==> src/rtl/adder_tree_pkg.sv <==
// Shared types and default sizing for the adder-tree frame loader.
// Contents:
//   DATA_W_DEF - default width of one sample word
//   DATA_N_DEF - default number of words per frame
//   state_t    - loader FSM states (FILL, HOLD, DROP)
package adder_tree_pkg;

  localparam int unsigned DATA_W_DEF = 13;
  localparam int unsigned DATA_N_DEF = 11;

  typedef enum logic [1:0] {
    FILL = 2'd0,
    HOLD = 2'd1,
    DROP = 2'd2
  } state_t;

endpackage

==> src/rtl/adder_tree_loader.sv <==
// Collects a stream of sample words into one packed frame for a signed adder
// tree. Short frames are zero padded, long frames are truncated and their
// tail dropped; both are flagged with m_err alongside the frame.
// Ports:
//   clk, rst_n          - clock, asynchronous active-low reset
//   s_valid/s_ready     - input word handshake
//   s_data, s_last      - input word and end-of-frame marker
//   m_valid/m_ready     - output frame handshake
//   m_data              - packed frame, word 0 is the first accepted word
//   m_err               - frame length error, qualified by m_valid
module adder_tree_loader
  import adder_tree_pkg::*;
#(
  parameter int unsigned DATA_W = DATA_W_DEF,
  parameter int unsigned DATA_N = DATA_N_DEF
) (
  input  logic                           clk,
  input  logic                           rst_n,
  input  logic                           s_valid,
  output logic                           s_ready,
  input  logic [DATA_W-1:0]              s_data,
  input  logic                           s_last,
  output logic                           m_valid,
  input  logic                           m_ready,
  output logic [0:DATA_N-1][DATA_W-1:0]  m_data,
  output logic                           m_err
);

  localparam int unsigned IDX_W = (DATA_N > 1) ? $clog2(DATA_N) : 1;
  localparam logic [IDX_W-1:0] LAST_IDX = IDX_W'(DATA_N - 1);

  state_t                          r_state;
  state_t                          w_state_nxt;
  logic [IDX_W-1:0]                r_idx;
  logic [0:DATA_N-1][DATA_W-1:0]   r_buf;
  logic [0:DATA_N-1][DATA_W-1:0]   w_frame;
  logic                            r_drop_pend;
  logic                            r_hold_err;

  logic w_fill_acc;
  logic w_drop_acc;
  logic w_at_end;
  logic w_done;
  logic w_long;
  logic w_err_now;
  logic w_out_free;
  logic w_load_fill;
  logic w_load_hold;
  logic w_hold_enter;

  // Acceptance is decoded from the state register directly (s_ready mirrors it).
  assign w_fill_acc = s_valid && (r_state == FILL);
  assign w_drop_acc = s_valid && (r_state == DROP);
  assign w_at_end   = (r_idx == LAST_IDX);
  assign w_done     = w_fill_acc && (w_at_end || s_last);
  assign w_long     = w_at_end && !s_last;
  assign w_err_now  = !(w_at_end && s_last);
  assign w_out_free = !m_valid || m_ready;

  // Completed frame: stored words, the word arriving now, zeros after it.
  always_comb begin
    w_frame = '0;
    for (int unsigned i = 0; i < DATA_N; i++) begin
      if (IDX_W'(i) < r_idx) begin
        w_frame[i] = r_buf[i];
      end else if (IDX_W'(i) == r_idx) begin
        w_frame[i] = s_data;
      end
    end
  end

  // State register
  always_ff @(posedge clk or negedge rst_n) begin
    if (!rst_n) begin
      r_state <= FILL;
    end else begin
      r_state <= w_state_nxt;
    end
  end

  // Next-state logic
  always_comb begin
    w_state_nxt = r_state;
    case (r_state)
      FILL: begin
        if (w_done) begin
          if (!w_out_free) begin
            w_state_nxt = HOLD;
          end else if (w_long) begin
            w_state_nxt = DROP;
          end
        end
      end
      HOLD: begin
        if (w_out_free) begin
          w_state_nxt = r_drop_pend ? DROP : FILL;
        end
      end
      DROP: begin
        if (w_drop_acc && s_last) begin
          w_state_nxt = FILL;
        end
      end
      default: w_state_nxt = FILL;
    endcase
  end

  // Output / control decode
  always_comb begin
    s_ready      = 1'b1;
    w_load_fill  = 1'b0;
    w_load_hold  = 1'b0;
    w_hold_enter = 1'b0;
    case (r_state)
      FILL: begin
        w_load_fill  = w_done && w_out_free;
        w_hold_enter = w_done && !w_out_free;
      end
      HOLD: begin
        s_ready     = 1'b0;
        w_load_hold = w_out_free;
      end
      default: ;
    endcase
  end

  // Fill buffer, word index and pending-frame attributes
  always_ff @(posedge clk or negedge rst_n) begin
    if (!rst_n) begin
      r_idx       <= '0;
      r_buf       <= '0;
      r_drop_pend <= 1'b0;
      r_hold_err  <= 1'b0;
    end else begin
      if (w_fill_acc) begin
        r_idx <= w_done ? '0 : r_idx + 1'b1;
      end
      // A frame parked in HOLD is captured whole so later slots read as zero.
      if (w_hold_enter) begin
        r_buf       <= w_frame;
        r_drop_pend <= w_long;
        r_hold_err  <= w_err_now;
      end else if (w_fill_acc) begin
        r_buf[r_idx] <= s_data;
      end
      if (w_load_hold) begin
        r_drop_pend <= 1'b0;
      end
    end
  end

  // Output frame register; a load on a transfer cycle keeps m_valid high.
  always_ff @(posedge clk or negedge rst_n) begin
    if (!rst_n) begin
      m_valid <= 1'b0;
      m_data  <= '0;
      m_err   <= 1'b0;
    end else if (w_load_fill) begin
      m_valid <= 1'b1;
      m_data  <= w_frame;
      m_err   <= w_err_now;
    end else if (w_load_hold) begin
      m_valid <= 1'b1;
      m_data  <= r_buf;
      m_err   <= r_hold_err;
    end else if (m_ready) begin
      m_valid <= 1'b0;
    end
  end

endmodule
==> config.mk <==
export PLATFORM = sky130hd
export DESIGN_NAME = adder_tree_loader
export DESIGN_NICKNAME = d
export VERILOG_FILES = /design/src/rtl/adder_tree_pkg.sv /design/src/rtl/adder_tree_loader.sv
export SDC_FILE = /design/constraint.sdc
export NUM_CORES = 1
export LEC_CHECK = 0
export ABC_AREA = 1
export CORE_UTILIZATION = 29
export DETAILED_ROUTE_END_ITERATION = 16
export PLACE_DENSITY = 0.48
export SYNTH_ARGS = -nofsm -noshare
export SYNTH_HDL_FRONTEND = slang
export SYNTH_SLANG_ARGS = --single-unit
==> constraint.sdc <==
create_clock -name clk -period 2.9 [get_ports clk]
set_clock_uncertainty 0.2 [all_clocks]
set_input_delay 0.58 -clock clk [delete_from_list [all_inputs] [get_ports clk]]
set_output_delay 0.58 -clock clk [all_outputs]
set_load 0.01 [all_outputs]
==> out/qor.txt <==
Critical path cell sequence: inv_1, ha_1, buf_4, nand2_1, nor2_2, inv_1, nand3_1, nand3_1
Layout cells sized above 1: 0.0720
Synth warnings: 0
Rows: 84
Post-Syn Nets: 2,179
HPWL after DPL: 38,700 um
Clock Sinks: 296
Post-CTS setup buffer count: 0
Clock slew at reported path FFs: 0.06 ns
Drt initial violations: 1,317
Worst Setup EP: r_buf[105]
Pre-Repair DR Iteration Count: 6
Sw power: 0.00692 W
Core area: 53,100 um^2
Total global-route track usage: 0.224
Slew Viols, Final: 0
Pwr dens: 924 nW/um^2
Worst Reg-to-Reg Cells: 8
First-pass GRT wire length: 95,400 um
Worst hold path depth: 2
Most frequent cells after synthesis: 758 x nand2_1, 663 x nand3_1, 296 x dfrtp_1, 76 x inv_1, 76 x o21ai_0
VDD IR-drop max: 0.000413 V
Cts bufs inserted: 37
Die H: 235 um
Vias in the first global route: 15,200
WP buf/inv: 3
Slew HR: 0.298
Worst skew pair latency: 0.56 ns
Most frequent cell after synthesis: nand2_1
Cell Area, Placed: 18,300 um^2
Final GP Congestion: 0.816
CP startpoint kind: flip-flop
Total gr overflow: 0
Fin area: 19,600 um^2
Via/cell ratio: 5.30
Critical path data arrival time: 2.88 ns
CTS tree: done
Synth Instances: 2,156
Storage element area: 7410 um^2
Crit share post-route: 0.913
Final min period: 2.65 ns
Initial Util: 0.296
Setup crit start: r_idx[0]
Cell taking the most area after synthesis: dfrtp_1
Post-synth ARST share: 1.00
Area Overhead vs Synth: 24.6%
P_int: 0.0112 W
Sw Share: 0.382
Worst hold path class: flip-flop to flip-flop
Fmax: 378 MHz
Final Hold Fails: 0
Syn avg cell area: 7.29 um^2
Fillers: 5,424
DRC viols: 0
Antenna violations before repair: 0
Final Routed Wirelength: 62,400 um
Leakage: 9.27 nW
EDFF count, synth: 0
Ys flop type: dfrtp_1
Multi-input gate area: 7220 um^2
Die area: 55,100 um^2
CP required: 3.13 ns
IO Count: 164
Fin Setup TNS: 0 ns
Die width: 235 um
Critical path class: flip-flop to flip-flop
Vias: 15,800
Bufs on Longest Clock Path: 3
Post-Syn Area: 15,700 um^2
IO buf count: 163
Crit path largest cell delay: 0.47 ns
Antenna-violating nets left: 0
RR Startpoint: r_idx[0]
Worst path depth: 8
Dominant cells by area after synthesis: dfrtp_1 47%, nand3_1 21%, nand2_1 18%
Worst setup margin: 0.251 ns
Sequential-to-total area share from yosys stat: 0.471
Status: finished clean
Cell family with most CP delay: buffers and inverters
Drt wl/cell: 20.8 um
Comb pwr share: 0.357
Worst R2R End: r_buf[105]
Slowest cell on crit path: dfrtp_1
Core Util, Final: 0.369
Final setup vio count: 0
Pre-CTS setup slack: 0.186 ns
Root buf cell: clkbuf_16
Top cell type's share of synthesized area: 0.471
Worst R2R Setup Slack: 0.25 ns
Register bit total from synthesis: 296
Crit Path Max Fanout: 33
Pin count of the biggest net entering global routing: 106
Worst slew pin tran: 1.05 ns
Max cap viols: 0
Nets@finish: 2,299
RSZ-0062 raised after global routing: no
H-tree levels: 2
Clock network fraction of total power: 0.263
Final antenna diode count: 0
Synth cell types: 27
Crit path capture type: flip-flop
Flop pwr share: 0.380
logic make-up after synthesis:
family | synth area share
simple gates | 0.417
flops | 0.471
buf+inv | 0.0721
compound gates | 0.0355
fa+ha+maj | 0.00398
xor+xnor | 0.000557
worst reg2reg max path, cell delays in order (launching register included):
cell     delay, ns
dfrtp_1       0.47
inv_1         0.21
ha_1          0.25
buf_4         0.42
nand2_1       0.30
nor2_2        0.17
inv_1         0.24
nand3_1       0.17
nand3_1       0.09
layout make-up:
cell class / count / share of cell area
Inverter: 81 / 0.0160
Clock buffer: 62 / 0.0604
Tap cell: 688 / 0.0440
Clock inverter: 5 / 0.00275
Sequential cell: 296 / 0.378
Multi-Input combinational cell: 1610 / 0.369
Timing Repair Buffer: 250 / 0.130
layout by cell type, fill, tap and decap left out, types with 2 or more instances in the layout:
cell type	instances
a21oi_1	2
buf_12	20
buf_4	66
clkbuf_1	11
clkbuf_16	39
clkbuf_8	12
clkdlybuf4s50_1	162
clkinv_2	3
dfrtp_1	296
ha_1	5
inv_1	75
inv_2	3
inv_4	2
inv_6	2
nand2_1	758
nand2_2	2
nand3_1	662
nand3_4	3
nand4_1	13
nor2_1	42
nor2_2	5
nor2_4	6
nor3_1	5
o21ai_0	76
o21ai_1	18
o22ai_1	11
registers in the layout (all words and copies together) (netlist names):
register     count
r_state          2
m_err            1
r_hold_err       1
m_data         143
m_valid          1
r_drop_pend      1
r_buf          143
r_idx            4
how the worst min path moves through the flow:
stage,startpoint,end,slack (ns)
after detailed placement,r_hold_err,r_hold_err,0.27
after global placement,r_hold_err,r_hold_err,0.27
after global routing,r_buf[12],m_data[12],0.31
after floorplan,rst_n,m_data[0],0.08
after CTS,r_buf[12],m_data[12],0.28
final,r_buf[12],m_data[12],0.28
repair_timing:
item,CTS,global route
gates resized for setup,0,1
hold buffers,1,0
endpoints found under the hold margin,36,0
endpoints found under the setup margin,0,1
metrics by stage:
stage / instances / total power [W] / hold slack [ns]
final: 2992 / 0.0181 / 0.281
after global routing: 2992 / 0.0192 / 0.311
after CTS: 2992 / 0.0183 / 0.282
after detailed placement: 2924 / 0.0134 / 0.274
after global placement: 2924 / 0.0133 / 0.272
after floorplan: 2156 / 0.0102 / 0.0844
metal layers:
layer	vias up	GRT usage	wire length (um)
li1	7374	-	-
met1	7740	0.302	27300
met2	615	0.356	28800
met3	118	0.0314	3700
met4	0	0.101	2570
met5	-	0	0
power by group through the flow:
stage / Combinational [W] / Clock (W) / Sequential, W
5_1_grt: 0.00714 / 0.00502 / 0.00707
4_1_cts: 0.00652 / 0.00486 / 0.00688
3_3_place_gp: 0.00640 / 0 / 0.00691
3_5_place_dp: 0.00648 / 0 / 0.00693
6_report: 0.00646 / 0.00475 / 0.00689
2_1_floorplan: 0.00339 / 0 / 0.00682
(Power assumes the default switching activity.)
